`src/rtl/led_fade_driver.sv`:
```
// led_fade_driver: per-channel PWM dimming with smooth up/down ramps.
// Sits between the gray-code pattern source and the board LED pins.
module led_fade_driver #(
    parameter int N_LEDS   = 8,
    parameter int PWM_BITS = 8,
    parameter int FADE_DIV = 65536
) (
    input  logic              clk,
    input  logic              rst_n,
    input  logic              enable,
    input  logic [N_LEDS-1:0] pattern_in,
    output logic [N_LEDS-1:0] led_out,
    output logic              pwm_wrap,
    output logic              busy
);

    localparam int FW = (FADE_DIV > 1) ? $clog2(FADE_DIV) : 1;

    localparam logic [PWM_BITS-1:0] LVL_MAX  = {PWM_BITS{1'b1}};
    localparam logic [PWM_BITS-1:0] LVL_ONE  = {{(PWM_BITS-1){1'b0}}, 1'b1};
    localparam logic [PWM_BITS-1:0] LVL_ZERO = '0;
    localparam logic [PWM_BITS-1:0] LVL_NEAR = LVL_MAX - LVL_ONE;

    localparam logic [FW-1:0] FADE_LAST = FW'(FADE_DIV - 1);
    localparam logic [FW-1:0] FADE_ONE  = {{(FW-1){1'b0}}, 1'b1};

    typedef enum logic [1:0] {
        S_OFF  = 2'd0,
        S_UP   = 2'd1,
        S_ON   = 2'd2,
        S_DOWN = 2'd3
    } chan_state_e;

    logic [N_LEDS-1:0]   pattern_q, pattern_d;
    logic [PWM_BITS-1:0] pwm_cnt_q, pwm_cnt_d;
    logic [FW-1:0]       fade_cnt_q, fade_cnt_d;
    logic                pwm_wrap_q, pwm_wrap_d;
    logic [N_LEDS-1:0]   led_q, led_d;
    logic                fade_tick;
    logic                shadow_load;

    chan_state_e         state_q  [N_LEDS];
    chan_state_e         state_d  [N_LEDS];
    logic [PWM_BITS-1:0] level_q  [N_LEDS];
    logic [PWM_BITS-1:0] level_d  [N_LEDS];
    logic [PWM_BITS-1:0] shadow_q [N_LEDS];
    logic [PWM_BITS-1:0] shadow_d [N_LEDS];

    assign fade_tick   = enable & (fade_cnt_q == FADE_LAST);
    assign shadow_load = enable & (pwm_cnt_q == LVL_MAX);

    // Shared counters and input sampling; everything holds while disabled.
    always_comb begin
        pattern_d  = pattern_q;
        pwm_cnt_d  = pwm_cnt_q;
        fade_cnt_d = fade_cnt_q;
        if (enable) begin
            pattern_d = pattern_in;
            pwm_cnt_d = pwm_cnt_q + LVL_ONE;
            if (fade_cnt_q == FADE_LAST) begin
                fade_cnt_d = '0;
            end else begin
                fade_cnt_d = fade_cnt_q + FADE_ONE;
            end
        end
        pwm_wrap_d = shadow_load;
    end

    // Channel next-state: step one level per fade tick, reversals cost one tick.
    always_comb begin
        for (int i = 0; i < N_LEDS; i++) begin
            state_d[i] = state_q[i];
            level_d[i] = level_q[i];
            if (fade_tick) begin
                unique case (state_q[i])
                    S_OFF: begin
                        if (pattern_q[i]) state_d[i] = S_UP;
                    end
                    S_UP: begin
                        if (!pattern_q[i]) begin
                            state_d[i] = S_DOWN;
                        end else if (level_q[i] == LVL_MAX) begin
                            state_d[i] = S_ON;
                        end else begin
                            level_d[i] = level_q[i] + LVL_ONE;
                            if (level_q[i] == LVL_NEAR) state_d[i] = S_ON;
                        end
                    end
                    S_ON: begin
                        if (!pattern_q[i]) state_d[i] = S_DOWN;
                    end
                    S_DOWN: begin
                        if (pattern_q[i]) begin
                            state_d[i] = S_UP;
                        end else if (level_q[i] == LVL_ZERO) begin
                            state_d[i] = S_OFF;
                        end else begin
                            level_d[i] = level_q[i] - LVL_ONE;
                            if (level_q[i] == LVL_ONE) state_d[i] = S_OFF;
                        end
                    end
                endcase
            end
        end
    end

    // Shadow latch at period end and PWM compare against the latched duty.
    always_comb begin
        for (int i = 0; i < N_LEDS; i++) begin
            shadow_d[i] = shadow_load ? level_q[i] : shadow_q[i];
            led_d[i]    = enable & ((shadow_q[i] == LVL_MAX) |
                                    (pwm_cnt_q < shadow_q[i]));
        end
    end

    // Channel outputs: busy while any channel is ramping.
    always_comb begin
        busy = 1'b0;
        for (int i = 0; i < N_LEDS; i++) begin
            if (state_q[i] == S_UP || state_q[i] == S_DOWN) busy = 1'b1;
        end
    end

    // State register for counters, channel FSMs, levels, shadows and outputs.
    always_ff @(posedge clk or negedge rst_n) begin
        if (!rst_n) begin
            pattern_q  <= '0;
            pwm_cnt_q  <= '0;
            fade_cnt_q <= '0;
            pwm_wrap_q <= 1'b0;
            led_q      <= '0;
            for (int i = 0; i < N_LEDS; i++) begin
                state_q[i]  <= S_OFF;
                level_q[i]  <= '0;
                shadow_q[i] <= '0;
            end
        end else begin
            pattern_q  <= pattern_d;
            pwm_cnt_q  <= pwm_cnt_d;
            fade_cnt_q <= fade_cnt_d;
            pwm_wrap_q <= pwm_wrap_d;
            led_q      <= led_d;
            for (int i = 0; i < N_LEDS; i++) begin
                state_q[i]  <= state_d[i];
                level_q[i]  <= level_d[i];
                shadow_q[i] <= shadow_d[i];
            end
        end
    end

    assign led_out  = led_q;
    assign pwm_wrap = pwm_wrap_q;

endmodule

```
`config.mk`:
```
export PLATFORM = sky130hd
export DESIGN_NAME = led_fade_driver
export DESIGN_NICKNAME = d
export VERILOG_FILES = /design/src/rtl/led_fade_driver.sv
export SDC_FILE = /design/constraint.sdc
export NUM_CORES = 1
export LEC_CHECK = 0
export ABC_AREA = 1
export BUFFER_PORTS_ARGS = -buffer_cell sky130_fd_sc_hd__buf_4
export CAP_MARGIN = 40
export CORE_MARGIN = 1
export CORE_UTILIZATION = 45
export DETAILED_ROUTE_END_ITERATION = 10
export GPL_TIMING_DRIVEN = 0
export PLACE_DENSITY = 0.7
export SLEW_MARGIN = 40
export SYNTH_ARGS = -nofsm -noshare
export SYNTH_HDL_FRONTEND = slang
export SYNTH_SLANG_ARGS = --single-unit
```
`constraint.sdc`:
```
create_clock -name clk -period 3.3 [get_ports clk]
set_clock_uncertainty 0.05 [all_clocks]
set_input_delay 0.66 -clock clk [delete_from_list [all_inputs] [get_ports clk]]
set_output_delay 0.66 -clock clk [all_outputs]
set_load 0.02 [all_outputs]
```
==> Word-level counts from Yosys, hierarchy flattened <==
Cells that the tools add are included.
{ "totals": {"ff_bits": 185, "latch_bits": 0, "ramBits": 0, "romBits": 0, "inputBits": 11, "output_inout_bits": 10, "mem_count": 0} }
{ "op_classes": {"n_addsub": 18, "n_mul": 0, "div_mod_pow": 0, "order_cmp": 8, "eq_ne": 122, "shift": 0, "mux": 121, "bitwise_logic": 18, "n_reduce_logical": 48} }
{ "ops": {"columns": ["cell", "count"], "rows": [
  ["two-way mux 8 bit", 32],
  ["== test 8 bit (second input constant)", 25],
  ["two-way mux 2 bit", 64],
  ["one-hot mux 8 bit (2 select lines)", 8],
  ["inequality test 2 bit (second input constant)", 48],
  ["adder 8 x 1 -> 8 bit (second input constant)", 9],
  ["== test 8 x 1 -> 1 bit (second input constant)", 8],
  ["zero test 8 bit", 8],
  ["less-than comparator 8 bit", 8],
  ["inequality test 4 bit (second input constant)", 16],
  ["one-hot mux 2 bit (4 select lines)", 8],
  ["subtractor 8 x 1 -> 8 bit (second input constant)", 8],
  ["AND reduction 6 bit", 8],
  ["AND reduction 5 bit", 8],
  ["== test 2 bit (second input constant)", 16],
  ["adder 16 x 1 -> 16 bit (second input constant)", 1],
  ["== test 16 bit (second input constant)", 1],
  ["== test 2 x 1 -> 1 bit (second input constant)", 8],
  ["zero test 2 bit", 8],
  ["two-way mux 16 bit", 1],
  ["nonzero test 2 bit", 8],
  ["AND 1 bit", 10],
  ["logical OR 1 bit", 8],
  ["two-way mux 1 bit", 8],
  ["OR 1 bit", 8]
]} }

==> Depth between registers and ports, before layout <==
Gate-level depths: netlist of the first run.
{ "logic_depth": {"ltp_word": 10, "ltp_mapped": 11, "ltp_nobuf": 11} }

==> Worst setup path before layout of the first run <==
OpenSTA, ideal clock, no wires.
{ "synth_timing": {"path_kind": "flip-flop to output port", "from": "reg state_q[8] (netlist bit)", "to": "out busy", "t_arrival_ns": 1.534, "required_time_ns": 2.590, "slack_ns": 1.056, "stages_incl_launch_ff": 8, "n_path_buf": 2, "path_cell_list": "dfrtp_1 -> ha_1 -> clkbuf_1 -> inv_1 -> clkbuf_1 -> nand4_1 -> nor2_1 -> nand4_1"} }
{ "synth_between": {"elab_chain_cells": 7} }
{ "synth_rtl": {"columns": ["element", "line", "text"], "rows": [
  ["start: declaration", "42", "chan_state_e state_q [N_LEDS];"],
  ["start signal: indexed assignment", "144", "state_q[i] <= state_d[i];"],
  ["== test 2 x 1 -> 1 bit / == test 2 bit (equally long branches)", "120", "if (state_q[i] == S_UP || state_q[i] == S_DOWN) busy = 1'b1;"],
  ["logical OR 1 bit *", "120", null],
  ["two-way mux 1 bit * (5 in a row)", "120", null],
  ["end: declaration", "14", "output logic busy"]
]} }
Every way passes the cells marked *; elsewhere a longest branch is shown, timed or not.

==> Worst setup path in the final report of the first run <==
{ "layout_timing": {"from": "reg state_q[0] (netlist bit)", "to": "out busy"} }
{ "layout_between": {"elab_chain_cells": 3} }
{ "layout_rtl": {"columns": ["element", "line"], "rows": [
  ["== test 2 x 1 -> 1 bit / == test 2 bit (equally long branches)", "120"],
  ["logical OR 1 bit *", "120"],
  ["two-way mux 1 bit *", "120"]
]} }
Marked as above.

==> results.sh, run 1 <==
export IMPL_finalInstanceArea_sq_um=14900
export IMPL_slew_viol_final=0
export IMPL_pwr_share_clk_pct=39.0
export IMPL_peakVddDrop_mv=0.364
export IMPL_clock_latency_ns=0.44
export IMPL_clk_pin_slew_ns=0.07
export IMPL_power_frac_seq_pct=49.9
export IMPL_post_place_ws_ns=0.363
export IMPL_start_util_pct=45.8
export IMPL_wire_per_inst_microns=13.6
export IMPL_io_buffers=20
export IMPL_critPathTopFamily="buffers and inverters"
export IMPL_ioPinCount=21
export IMPL_layout_drive_gt1_share_pct=6.62
export IMPL_crit_required_ns=2.59
export IMPL_layout_common_cells="nand2_1 (645), inv_1 (214), dfrtp_1 (185), nor2_1 (175), ha_1 (138)"
export IMPL_cpMostUsedCell="nand4_1"
export IMPL_place_area_sq_um=14300
export IMPL_fp_dieW_microns=176
export IMPL_dp_cells=2311
export IMPL_cp_data_arrival_time_ns=2.46
export IMPL_clockBufferDepth=2
export IMPL_hold_buffers=0
export IMPL_hold_viol_final=0
export IMPL_fin_crit_ns=3.17
export IMPL_grt_max_degree=76
export IMPL_cp_max_fo=10
export IMPL_dieArea_sq_um=31000
export IMPL_fmax_mhz=315
export IMPL_antenna_found_initial=0
export IMPL_synth_cell_types=44
export IMPL_cell_internal_pwr_mw=3.64
export IMPL_n_antenna_cell=0
export IMPL_hpwl_microns=22800
export IMPL_grt_usage_pct=21.5
export IMPL_cpMaxStageDelayCell="dfrtp_1"
export IMPL_ant_nets=0
export IMPL_met3_usage_pct=2.93
export IMPL_combPwrFrac_pct=11.1
export IMPL_postCtsSetupBuffers=0
export IMPL_tritoncts="built"
export IMPL_rsz0062_at_grt="false"
export IMPL_cts_buffers=17
export IMPL_syn_area_sq_um=13600
export IMPL_startpoint_type="register"
export IMPL_cts_sinks=185
export IMPL_overflow=0
export IMPL_ys_ff_latch=185
export IMPL_status="finished, final reports clean"
export IMPL_swShare_pct=29.4
export IMPL_clockRootBuffer="clkbuf_16"
export IMPL_slowest_delay_ns=0.42
export IMPL_seq_area_frac_synth_pct=34.0
export IMPL_worstSetupPathType="register to primary output"
export IMPL_path_buf_inv=4
export IMPL_synthArstFlopShare_pct=100
export IMPL_fill_cells=2816
export IMPL_synth_ff_type="dfrtp_1"
export IMPL_stdcell_count=2340
export IMPL_die_h_microns=176
export IMPL_min_path_type="input port to asynchronous set/reset pin"
export IMPL_first_iter_violations=910
export IMPL_row_count=63
export IMPL_hold_ws_ns=0.123
export IMPL_cp_end_kind="primary output"
export IMPL_htreeDepth=4
export IMPL_areaGrowthSynthToFinish_pct=9.47
export IMPL_grt_pass1_wl_microns=54000
export IMPL_final_common_cell="nand2_1"
export IMPL_synth_warnings=0
export IMPL_postSynthCellCount=1898
export IMPL_vias=11800
export IMPL_synth_edff_count=0
export IMPL_p_switching_mw=1.52
export IMPL_power_density_nw_per_um2=346
export IMPL_syn_nets=2047
export IMPL_drc=0
export IMPL_fin_nets=2087
export IMPL_syn_avg_cell_area_sq_um=7.17
export IMPL_p_leak_nw=7.88
export IMPL_grtUsageMet1_pct=27.9
export IMPL_tightest_slew_ns=0.754
export IMPL_final_setup_viol_count=0
export IMPL_slew_headroom_pct=49.7
export IMPL_tns_ns=0
export IMPL_drtPass1Iterations=5
export IMPL_fin_crit_sh_pct=96.2
export IMPL_layout_setup_ws_ns=0.127
export IMPL_routed_via_density=5.06
export IMPL_routed_wl_microns=31700
export IMPL_coreArea_sq_um=29700
export IMPL_met2_usage_pct=37.0
export IMPL_busiest_layer="met2"
export IMPL_grt_pass1_vias=11300
export IMPL_cts_resized=0
export IMPL_cap_violations=0
export IMPL_place_congestion=0.864
export IMPL_crit_chain="ha_1 > clkbuf_1 > inv_1 > buf_6 > nand4_1 > nor2_2 > nand4_1 > buf_4"
-- cells in the mapped netlist, types with 3 or more instances --
cell type  number  area, sq um
ha_1          138         1730
a31oi_1         3         18.8
a21oi_1        37          185
nand3_1        85          425
nand2_2         3         18.8
clkbuf_2        3         15.0
buf_6           3         33.8
nand3b_1        6         45.0
nand2_1       645         2420
nand2_4         6         67.6
nor3_1         19         95.1
nor4_1         18          113
buf_2          19         95.1
nor2_2          5         31.3
xnor2_1        13          114
dfrtp_1       185         4630
o21ai_1        16         80.1
nor2_8          3         60.1
a211oi_1        8         60.1
inv_1         215          807
clkbuf_1       22         82.6
nor2_4          6         67.6
nor2_1        176          661
o21ai_0       131          656
nand4_1        17          106
buf_4          14          105
xor2_1         81          709
-- metal layers --
layer / up-vias / part of all wire [%] / wire length [microns]
li1: 6036 / - / -
met3: 37 / 3.9 / 1250
met1: 5536 / 47 / 15000
met2: 238 / 47 / 14900
met5: - / 0 / 0
met4: 0 / 1.9 / 609
-- sequential cells by signal, summed over array words and instances (netlist names) --
register    cells
pattern_q       8
pwm_wrap        1
pwm_cnt_q       8
state_q        16
fade_cnt_q     16
led_out         8
shadow_q       64
level_q        64
-- cell type report --
class                      count  area, sq um  share of cell area (%)
multi-input combinational   1431         7810                    52.4
sequential                   185         4630                    31.1
inverter                     219          826                    5.54
tap                          390          488                    3.27
clock buffer                  19          443                    2.97
buffer                        61          350                    2.35
timing repair buffer          23          240                    1.61
clock inverter                12          116                   0.781
-- path summary, 6_finish.rpt --
check,startpoint,slack (ns),cells after the start,to
hold / removal,rst_n,0.12,2,level_q[4]
hold reg to reg,fade_cnt_q[12],0.47,1,fade_cnt_q[12]
setup / recovery,state_q[0],0.13,8,busy
max in group asynchronous,rst_n,2.32,3,level_q[51]
min in group clk,pattern_in[1],0.37,3,pattern_q[1]
setup reg to reg,pwm_cnt_q[1],0.80,8,shadow_q[4]
-- power groups by stage --
stage / logic [mW] / clock network, mW / registers (mW)
6_report: 0.574 / 2.02 / 2.58
3_5_place_dp: 0.577 / 0 / 2.62
3_3_place_gp: 0.527 / 0 / 2.61
5_1_grt: 0.678 / 2.14 / 2.59
2_1_floorplan: 0.383 / 0 / 2.53
4_1_cts: 0.582 / 2.06 / 2.57
-- metrics by stage --
stage / power (mW) / utilization [%]
floorplan: 2.92 / -
global placement: 3.14 / 48.0
detailed placement: 3.19 / 48.3
CTS: 5.21 / 50.1
global route: 5.41 / 50.2
finish: 5.16 / 50.2
-- logic make-up after synthesis --
kind of cell | count (synthesis) | synth area share, %
AND/OR/NAND/NOR | 1000 | 31.0
buffers and inverters | 282 | 8.65
AO/OA/AOI/OAI | 199 | 7.59
flip-flops | 185 | 34.0
adder cells (fa/ha/maj) | 138 | 12.7
XOR/XNOR | 94 | 6.05
No activity file was read; power rests on OpenSTA's default activity.
==> run 2, diff against run 1 <==
--- a/config.mk
+++ b/config.mk
@@ -8,7 +8,7 @@
 export ABC_AREA = 1
 export BUFFER_PORTS_ARGS = -buffer_cell sky130_fd_sc_hd__buf_4
 export CAP_MARGIN = 40
-export CORE_MARGIN = 1
+export CORE_MARGIN = 2
 export CORE_UTILIZATION = 45
 export DETAILED_ROUTE_END_ITERATION = 10
 export GPL_TIMING_DRIVEN = 0
==> run 2 against run 1 <==
Via count is 0.24% lower; sequential power hardly changed; maximum frequency is 0.43% lower; cell area is 0.13% higher; first-iteration DRC count is 11% lower; critical endpoint unchanged; largest power group unchanged; highest routed layer unchanged.
==> results.sh, run 2 (same netlist as run 1, synthesis figures left out) <==
export IMPL_place_congestion=0.857
export IMPL_ant_nets=0
export IMPL_clock_latency_ns=0.45
export IMPL_postCtsSetupBuffers=0
export IMPL_coreArea_sq_um=29700
export IMPL_cts_buffers=17
export IMPL_antenna_found_initial=0
export IMPL_combPwrFrac_pct=11.1
export IMPL_cp_end_kind="primary output"
export IMPL_drc=0
export IMPL_ioPinCount=21
export IMPL_tritoncts="built"
export IMPL_grt_pass1_wl_microns=54000
export IMPL_layout_drive_gt1_share_pct=6.76
export IMPL_reg_top3="level_q x64, shadow_q x64"
export IMPL_fill_cells=2834
export IMPL_final_common_cell="nand2_1"
export IMPL_tns_ns=0
export IMPL_clockRootBuffer="clkbuf_16"
export IMPL_p_leak_nw=7.91
export IMPL_p_switching_mw=1.58
export IMPL_routed_wl_microns=31700
export IMPL_tightest_slew_ns=0.639
export IMPL_grt_pass1_vias=11300
export IMPL_peakVddDrop_mv=0.269
export IMPL_clk_pin_slew_ns=0.08
export IMPL_first_iter_violations=812
export IMPL_hold_viol_final=0
export IMPL_swShare_pct=30.5
export IMPL_routed_via_density=5.05
export IMPL_rsz0062_at_grt="false"
export IMPL_cp_data_arrival_time_ns=2.48
export IMPL_overflow=0
export IMPL_status="finished, final reports clean"
export IMPL_layout_common_cells="nand2_1 (645), inv_1 (214), dfrtp_1 (185), nor2_1 (175), ha_1 (138)"
export IMPL_slew_headroom_pct=57.4
export IMPL_fp_dieW_microns=178
export IMPL_cell_internal_pwr_mw=3.60
export IMPL_grt_usage_pct=21.2
export IMPL_die_h_microns=178
export IMPL_startpoint_type="register"
export IMPL_dp_cells=2311
export IMPL_pwr_share_clk_pct=39.1
export IMPL_clockBufferDepth=2
export IMPL_hpwl_microns=22900
export IMPL_start_util_pct=45.8
export IMPL_row_count=63
export IMPL_worstSetupPathType="register to primary output"
export IMPL_fmax_mhz=314
export IMPL_cp_max_fo=10
export IMPL_grt_max_degree=61
export IMPL_drtPass1Iterations=5
export IMPL_n_antenna_cell=0
export IMPL_final_setup_viol_count=0
export IMPL_cts_sinks=185
export IMPL_wire_per_inst_microns=13.6
export IMPL_vias=11800
export IMPL_stdcell_count=2342
export IMPL_slew_viol_final=0
export IMPL_dieArea_sq_um=31700
export IMPL_areaGrowthSynthToFinish_pct=9.60
export IMPL_power_frac_seq_pct=49.7
export IMPL_htreeDepth=4
export IMPL_fin_nets=2088
export IMPL_min_path_type="input port to register"
export IMPL_power_density_nw_per_um2=347
export IMPL_fin_crit_ns=3.19
export IMPL_cap_violations=0
export IMPL_fin_crit_sh_pct=96.6
export IMPL_io_buffers=20
export IMPL_crit_required_ns=2.59
==> run 2: changes by cell type in the layout (fill, tap and decap cells not counted), sizes merged <==
| cell | change |
|---|---|
| clkinvlp | -4 |
| inv | +3 |
| dlygate4sd3 | +1 |
| bufinv | -1 |
| buf | -1 |
| clkinv | +4 |
==> run 2: power groups by stage <==
stage	combinational (mW)	clock [mW]	sequential [mW]
global placement	0.527	0	2.61
global route	0.683	2.16	2.59
floorplan	0.383	0	2.53
detailed placement	0.573	0	2.62
CTS	0.581	2.07	2.57
finish	0.577	2.02	2.57
==> run 2: area by class of cell <==
class | instances | area, sq um | area share (%)
flip-flops and latches | 185 | 4630 | 31.0
plain buffers | 61 | 352 | 2.36
well taps | 390 | 488 | 3.27
inverters | 219 | 826 | 5.53
clock inverters | 14 | 128 | 0.855
multi-input cells | 1431 | 7810 | 52.3
clock buffers | 18 | 439 | 2.94
repair buffers | 24 | 250 | 1.68
==> run 2: stage by stage <==
stage / util (%) / total power, mW / cell area (sq um) / setup WS (ns) / hold slack [ns]
after global routing: 50.2 / 5.44 / 14900 / 0.0105 / 0.374
after global placement: 48.0 / 3.14 / 14300 / 0.238 / 0.450
after detailed placement: 48.3 / 3.19 / 14300 / 0.348 / 0.452
after floorplan: - / 2.92 / 13600 / 1.06 / 0.314
after CTS: 50.2 / 5.23 / 14900 / 0.0547 / 0.355
final: 50.2 / 5.18 / 14900 / 0.113 / 0.373
==> run 2: what timing repair did <==
item                       in CTS  in global routing
setup endpoints to repair       1                  1
pin swaps                       0                  0
hold buffers                    1                  0
resized for setup               0                  2
hold endpoints to repair        1                  0
==> run 2: critical path: stages (launching register included) <==
cell,delay [ns]
dfrtp_1,0.41
ha_1,0.20
clkbuf_1,0.21
inv_1,0.17
buf_6,0.16
nand4_1,0.23
nor2_2,0.28
nand4_1,0.16
buf_4,0.21
==> run 2: path summary, 6_finish.rpt <==
kind	start	endpoint	slack, ns	cells after the start
setup / recovery	state_q[0]	busy	0.11	8
hold / removal	pattern_in[1]	pattern_q[1]	0.37	3
setup reg to reg	pwm_cnt_q[1]	shadow_q[0]	0.89	8
hold reg to reg	fade_cnt_q[12]	fade_cnt_q[12]	0.47	1
max in group asynchronous	rst_n	shadow_q[8]	1.71	4
min in group asynchronous	rst_n	state_q[13]	0.60	2
==> run 2: routing by layer <==
| layer | routed length, microns | track usage (%) | up-vias |
|---|---|---|---|
| met5 | 0 | 0 | - |
| met4 | 510 | 6.32 | 0 |
| met3 | 1400 | 3.64 | 34 |
| met2 | 14900 | 35.4 | 216 |
| met1 | 14900 | 28.0 | 5529 |
| li1 | - | - | 6040 |
